## src/rtl/lifting_53_mac.sv

```systemverilog
// LeGall 5/3 integer lifting stage for the 2D DWT datapath.
// Takes one even/odd sample pair per accepted cycle along a row or column and
// returns the matching {approx, detail} pair one pair later. Symmetric extension
// is applied at both line ends. The final pair of a line is flushed from the
// stored registers with no further input.
//
// Handshake: there is no ready. A pair is consumed on every cycle i_valid is high.
// o_valid is a one-cycle pulse per emitted pair. o_pair and the pointers hold
// their last value while o_valid is low.
module lifting_53_mac #(
  parameter int WIDTH   = 256,
  parameter int HEIGHT  = 256,
  parameter int MIN_LEN = 4,
  localparam int PTR_W  = $clog2(WIDTH)
) (
  input  logic             clk,
  input  logic             rst,
  input  logic             i_valid,
  input  logic [15:0]      i_pair,
  input  logic [PTR_W-1:0] i_pixel_pointer,
  input  logic [PTR_W-1:0] i_row_column_pointer,
  input  logic [PTR_W:0]   i_line_len,
  output logic             o_valid,
  output logic [15:0]      o_pair,
  output logic [PTR_W-1:0] o_pixel_pointer,
  output logic [PTR_W-1:0] o_row_column_pointer,
  output logic             o_err,
  output logic [1:0]       o_dbg_state
);

  localparam int LEN_W = PTR_W + 1;

  // A column pass reuses the row pointer range, so HEIGHT must fit inside WIDTH.
  if (WIDTH < HEIGHT) begin : g_cfg_check
    $error("lifting_53_mac: WIDTH must be >= HEIGHT");
  end

  typedef enum logic [1:0] {
    S_IDLE  = 2'd0,
    S_RUN   = 2'd1,
    S_FLUSH = 2'd2
  } state_t;

  state_t             state_q;
  logic [7:0]         e_q;        // stored even sample x[2k]
  logic [7:0]         o_q;        // stored odd sample x[2k+1]
  logic signed [11:0] d_prev_q;   // unclamped d of the previous pair
  logic               first_q;    // stored pair is pair 0, so d[-1] mirrors d[0]
  logic [PTR_W-1:0]   ptr_q;
  logic [PTR_W-1:0]   row_q;
  logic [LEN_W-1:0]   len_q;

  logic               valid_q;
  logic [15:0]        pair_q;
  logic [PTR_W-1:0]   out_ptr_q;
  logic [PTR_W-1:0]   out_row_q;
  logic               err_q;

  // Saturate a signed intermediate into the unsigned 8-bit output range.
  function automatic logic [7:0] clamp8(input logic signed [11:0] v);
    if (v < 0) begin
      clamp8 = 8'd0;
    end else if (v > 12'sd255) begin
      clamp8 = 8'd255;
    end else begin
      clamp8 = v[7:0];
    end
  endfunction

  logic signed [11:0] e_cur, o_cur, e_nxt, sum_e, d_new, d_left, s_acc, s_new, d_off;
  logic [15:0]        res_pair;
  logic               start_ok;
  logic               ptr_next;
  logic               ptr_last;

  // Lifting arithmetic for the stored pair. The right neighbour comes from the
  // incoming pair, or mirrors the stored even sample when flushing the line end.
  always_comb begin
    e_cur    = $signed({4'd0, e_q});
    o_cur    = $signed({4'd0, o_q});
    e_nxt    = (state_q == S_FLUSH) ? e_cur : $signed({4'd0, i_pair[15:8]});
    sum_e    = e_cur + e_nxt;
    d_new    = o_cur - (sum_e >>> 1);
    d_left   = first_q ? d_new : d_prev_q;
    s_acc    = d_left + d_new + 12'sd2;
    s_new    = e_cur + (s_acc >>> 2);
    d_off    = d_new + 12'sd128;
    res_pair = {clamp8(s_new), clamp8(d_off)};
    start_ok = (i_pixel_pointer == '0) && (i_line_len >= LEN_W'(MIN_LEN)) && !i_line_len[0];
    ptr_next = (i_pixel_pointer == ptr_q + PTR_W'(2));
    ptr_last = ({1'b0, i_pixel_pointer} == len_q - LEN_W'(2));
  end

  // Line sequencer: stores the newest pair, emits the previous one, and flushes
  // the last pair of a line while already accepting the next line's first pair.
  always_ff @(posedge clk) begin
    if (rst) begin
      state_q   <= S_IDLE;
      e_q       <= '0;
      o_q       <= '0;
      d_prev_q  <= '0;
      first_q   <= 1'b0;
      ptr_q     <= '0;
      row_q     <= '0;
      len_q     <= '0;
      valid_q   <= 1'b0;
      pair_q    <= '0;
      out_ptr_q <= '0;
      out_row_q <= '0;
      err_q     <= 1'b0;
    end else begin
      valid_q <= 1'b0;
      case (state_q)
        S_IDLE: begin
          if (i_valid) begin
            if (start_ok) begin
              e_q     <= i_pair[15:8];
              o_q     <= i_pair[7:0];
              ptr_q   <= '0;
              row_q   <= i_row_column_pointer;
              len_q   <= i_line_len;
              first_q <= 1'b1;
              state_q <= S_RUN;
            end else begin
              err_q <= 1'b1;
            end
          end
        end
        S_RUN: begin
          if (i_valid) begin
            if (i_pixel_pointer == '0) begin
              // A restart abandons the pending line without emitting it.
              err_q <= 1'b1;
              if (start_ok) begin
                e_q     <= i_pair[15:8];
                o_q     <= i_pair[7:0];
                ptr_q   <= '0;
                row_q   <= i_row_column_pointer;
                len_q   <= i_line_len;
                first_q <= 1'b1;
                state_q <= S_RUN;
              end else begin
                state_q <= S_IDLE;
              end
            end else if (ptr_next) begin
              valid_q   <= 1'b1;
              pair_q    <= res_pair;
              out_ptr_q <= ptr_q;
              out_row_q <= row_q;
              d_prev_q  <= d_new;
              first_q   <= 1'b0;
              e_q       <= i_pair[15:8];
              o_q       <= i_pair[7:0];
              ptr_q     <= i_pixel_pointer;
              if (ptr_last) begin
                state_q <= S_FLUSH;
              end
            end else begin
              err_q <= 1'b1;
            end
          end
        end
        S_FLUSH: begin
          valid_q   <= 1'b1;
          pair_q    <= res_pair;
          out_ptr_q <= ptr_q;
          out_row_q <= row_q;
          if (i_valid && start_ok) begin
            e_q     <= i_pair[15:8];
            o_q     <= i_pair[7:0];
            ptr_q   <= '0;
            row_q   <= i_row_column_pointer;
            len_q   <= i_line_len;
            first_q <= 1'b1;
            state_q <= S_RUN;
          end else begin
            if (i_valid) begin
              err_q <= 1'b1;
            end
            state_q <= S_IDLE;
          end
        end
        default: state_q <= S_IDLE;
      endcase
    end
  end

  assign o_valid              = valid_q;
  assign o_pair               = pair_q;
  assign o_pixel_pointer      = out_ptr_q;
  assign o_row_column_pointer = out_row_q;
  assign o_err                = err_q;
  assign o_dbg_state          = state_q;

endmodule

```

## config.mk

```make
export PLATFORM = sky130hd
export DESIGN_NAME = lifting_53_mac
export DESIGN_NICKNAME = d
export VERILOG_FILES = /design/src/rtl/lifting_53_mac.sv
export SDC_FILE = /design/constraint.sdc
export NUM_CORES = 1
export LEC_CHECK = 0
export BUFFER_PORTS_ARGS = -buffer_cell sky130_fd_sc_hd__buf_2
export CAP_MARGIN = 20
export CORE_ASPECT_RATIO = 0.5
export CORE_MARGIN = 8
export CORE_UTILIZATION = 32
export CTS_BUF_LIST = sky130_fd_sc_hd__clkbuf_4
export CTS_CLUSTER_DIAMETER = 120
export CTS_CLUSTER_SIZE = 25
export DETAILED_ROUTE_END_ITERATION = 8
export GPL_ROUTABILITY_DRIVEN = 1
export GPL_TIMING_DRIVEN = 0
export PLACE_DENSITY = 0.48
export SETUP_SLACK_MARGIN = 0.4
export SLEW_MARGIN = 20
export SYNTH_ARGS = -nofsm -noshare
export SYNTH_HDL_FRONTEND = slang
export SYNTH_SLANG_ARGS = --single-unit
```

## constraint.sdc

```tcl
create_clock -name clk -period 12.6 [get_ports clk]
set_input_delay 3.15 -clock clk [delete_from_list [all_inputs] [get_ports clk]]
set_output_delay 3.15 -clock clk [all_outputs]
set_load 0.1 [all_outputs]
```

==> metrics.md <==
| Metric | Value |
|---|---|
| Status | `complete, no violations` |
| Post-layout util | `37.9%` |
| Kind of start point of the critical path | `primary input` |
| Vias per inst | `4.98` |
| Share of synthesized registers carrying an async set or reset | `0%` |
| Die W | `around 200 um` |
| Clock skew | `between 20 and 30 ps` |
| Final setup violating endpoints | `0` |
| Core ar. | `16500 um^2` |
| CTS tree | `yes` |
| Comb pwr share | `a little under two fifths` |
| Top Usage Layer GRT | `met2` |
| Yosys warning total | `0` |
| Setup TNS Final | `0 ps` |
| Leakage power | `2.78 nW` |
| CP Max Fanout | `8` |
| Routed WL per cell | `~16 um` |
| CP max stage delay | `slightly above 700 ps` |
| Antenna diodes | `0` |
| Net Sw Frac | `a little under two fifths` |
| Routing usage on met2 | `between 20% and 30%` |
| Fillers | `between 1500 and 2000` |
| Worst-margin pin slew | `about 780 ps` |
| Net Switching | `between 0.2 and 0.3 mW` |
| Hold Path Class | `reg -> reg` |
| Post-synth top flop | `dfxtp_1` |
| Final instance area | `~6300 um^2` |
| Tmin final | `just over 9000 ps` |
| FF-to-FF Start | `o_dbg_state[0]` |
| Crit path from | `i_pair[9]` |
| Placed cell area | `between 6000 and 7000 um^2` |
| Worst setup EP type | `flip-flop` |
| Largest net degree at the start of global routing | `18` |
| Post-route ant nets | `0` |
| Std-Cell Rows | `33` |
| Fraction of layout cells with a size suffix above 1 | `around 19%` |
| Met3 Use GR | `under 10%` |
| Full die area | `between 20000 and 25000 um^2` |
| Total CTS buffers | `9` |
| Postcts setup bufs | `0` |
| RSZ-0062 raised after global routing | `no` |
| IO Pins | `80` |
| Detailed Route Iter0 Violations | `around 190` |
| Max-cap viol count | `0` |
| Internal power | `approximately 0.46 mW` |
| Hold_buf cts | `0` |
| Total Wirelength | `roughly 15000 um` |
| Num Clock Sinks | `between 80 and 90` |
| Library cells used by synthesis | `61` |
| RePlAce Congestion | `slightly below 0.8` |
| Initial core utilization | `approximately 33%` |
| Vias in the first global route | `approximately 4500` |
| Seq pwr share | `between 30% and 40%` |
| Pwr dens | `~120 nW/um^2` |
| Relative slew slack | `roughly 47%` |
| Total grt overflow | `0` |
| Post-route clock period utilization | `between 70% and 80%` |
| Post-detail-place hpwl | `about 12000 um` |
| First-pass GRT wire length | `about 25000 um` |
| R2r endpoint | `o_pair[14]` |
| Clock root cell | `clkbuf_4` |
| Crit path to | `o_pair[14]` |
| CP Depth | `28` |
| Post-CTS Resized | `0` |
| CP top delay family | `compound AO/OA/AOI/OAI gates` |
| Worst Hold Slack | `461 ps` |
| Max-slew violations | `0` |
| Final Net Count | `789` |
| Clock transition at the registers of the reported paths | `around 150 ps` |
| Drt first pass iters | `4` |
| Worst Path Arrival | `9710 ps` |
| Post-Synthesis Cells | `608` |
| Clock share of power | `between 20% and 30%` |
| Worst vdd ir | `between 0.00005 and 0.00006 V` |
| IO buf count | `76` |
| Crit path kind | `in -> reg` |
| Most frequent CP cell | `ha_1` |
| Reg2Reg Depth | `30` |
| Final hold violations | `0` |
| Max Root-Sink Buffers | `2` |
| Initial antenna violation count | `0` |
| Mean Syn Cell Area | `just under 9 um^2` |
| Worst R2R Setup Slack | `approximately 4400 ps` |
| Sequential fraction of the synthesis area | `between 30% and 40%` |
| Syn Nets | `between 700 and 800` |
| Critical path required time | `about 13000 ps` |
| Flops & latches, synth | `87` |
| Met1 GRT Util | `a little under a fifth` |
| DR DRC count | `0` |
| Die Y | `around 110 um` |
| All-layer global routing usage | `roughly 14%` |
| Post-Syn Area | `roughly 5400 um^2` |
| CTS H-tree depth | `3` |
| Fmax | `107 MHz` |
| Later-pin clock latency in the skew report | `about 480 ps` |
| Post-synth EDFFs | `0` |
| Via count | `between 4000 and 5000` |
| CP bufs+invs | `2` |
| Slowest library cell on the worst path | `o311ai_0` |
| Area Overhead vs Synth | `15.2%` |
==> cells in the final DEF (no fill, tap or decap), drive strengths merged, types with 26 or more instances in the layout <==
cell   count
inv       29
o21ai     27
nor2      55
ha        46
xnor2     26
nand2     52
dfxtp     87
a22o      32
a21oi     44
buf       87
==> power by group through the flow <==
stage	sequential, mW	combinational [mW]	clock (mW)
floorplan	0.300	0.198	0
global placement	0.293	0.268	0
detailed placement	0.293	0.271	0
CTS	0.287	0.273	0.192
global route	0.288	0.309	0.203
finish	0.287	0.272	0.182
==> cell usage after synthesis (3+ instances only) <==
cell type	count	area [um^2]
a211o_1	5	43.8
a211oi_1	4	30.0
a21o_1	7	52.6
a21oi_1	44	220
a22o_1	32	280
a31oi_1	4	25.0
and3_1	3	18.8
buf_2	7	35.0
buf_6	3	33.8
clkbuf_1	15	56.3
dfxtp_1	87	1740
fa_1	4	80.1
ha_1	46	576
inv_1	26	97.6
mux2_2	14	158
mux2i_1	23	230
nand2_1	52	195
nand2b_1	8	50.1
nand3_1	9	45.0
nand4b_1	3	26.3
nor2_1	53	199
nor2b_1	9	56.3
nor3_1	6	30.0
nor4_1	6	37.5
o211a_1	3	30.0
o211ai_1	3	22.5
o21a_1	4	30.0
o21ai_0	26	130
o21bai_1	4	30.0
o221ai_1	6	52.6
o31ai_1	3	22.5
or2_2	3	18.8
or3_1	8	50.1
or4_1	3	22.5
xnor2_1	26	228
xor2_1	16	140
==> registers in the layout (all words and copies together), names as in the netlist <==
register and flops:
o_pair 16, d_prev_q 9, len_q 9, e_q 8
o_pixel_pointer 8, o_q 8, o_row_column_pointer 8, ptr_q 8
row_q 8, o_dbg_state 2, first_q 1, o_err 1
o_valid 1
==> how the worst min path moves through the flow <==
stage	end	cells past startpoint	from	slack [ps]
2_1_floorplan	row_q[0]	2	row_q[0]	430
3_3_place_gp	row_q[0]	2	row_q[0]	440
3_5_place_dp	row_q[5]	2	row_q[5]	450
4_1_cts	row_q[5]	2	row_q[5]	470
5_1_grt	row_q[6]	2	row_q[6]	480
6_report	row_q[5]	2	row_q[5]	460
==> per-layer routing <==
metal	up-vias	part of all wire [%]
li1	2377	-
met1	2150	53
met2	85	42
met3	9	4.0
met4	0	0.88
met5	-	0
==> kinds of logic after synthesis <==
group,count (synthesis),share of synthesized area [%]
adders and majority gates,50,12.1
DFF,87,32.0
AOI/OAI and AO/OA,165,21.8
muxes,37,7.13
buffers and inverters,52,4.23
xor gates and xnor gates,43,7.20
and+or+nand+nor,174,15.6
==> per-stage QoR <==
step,cells,power (mW),worst slack [ps]
finish,927,0.742,3250
global route,927,0.799,2890
CTS,927,0.752,3310
detailed placement,911,0.564,2770
global placement,911,0.561,2880
floorplan,608,0.498,3580
==> cell type report <==
type                            instances  area [um^2]  share of cell area [%]
Buffer                                 26          133                    2.12
Tap cell                              227          284                    4.53
Multi-Input combinational cell        469         3470                    55.4
Sequential cell                        87         1740                    27.8
Inverter                               26         97.6                    1.56
Clock inverter                          7         90.1                    1.44
Timing Repair Buffer                   76          380                    6.07
Clock buffer                            9         67.6                    1.08
==> worst register-to-register path: cells and delay by family (launching register included) <==
kind	cells	cell delay (ps)
simple gates	8	1740
buf+inv	4	1280
xor+xnor	2	330
flops	1	390
mux	2	670
compound gates	8	2210
fa+ha+maj	6	1470
Power figures use the tool's default switching activity.
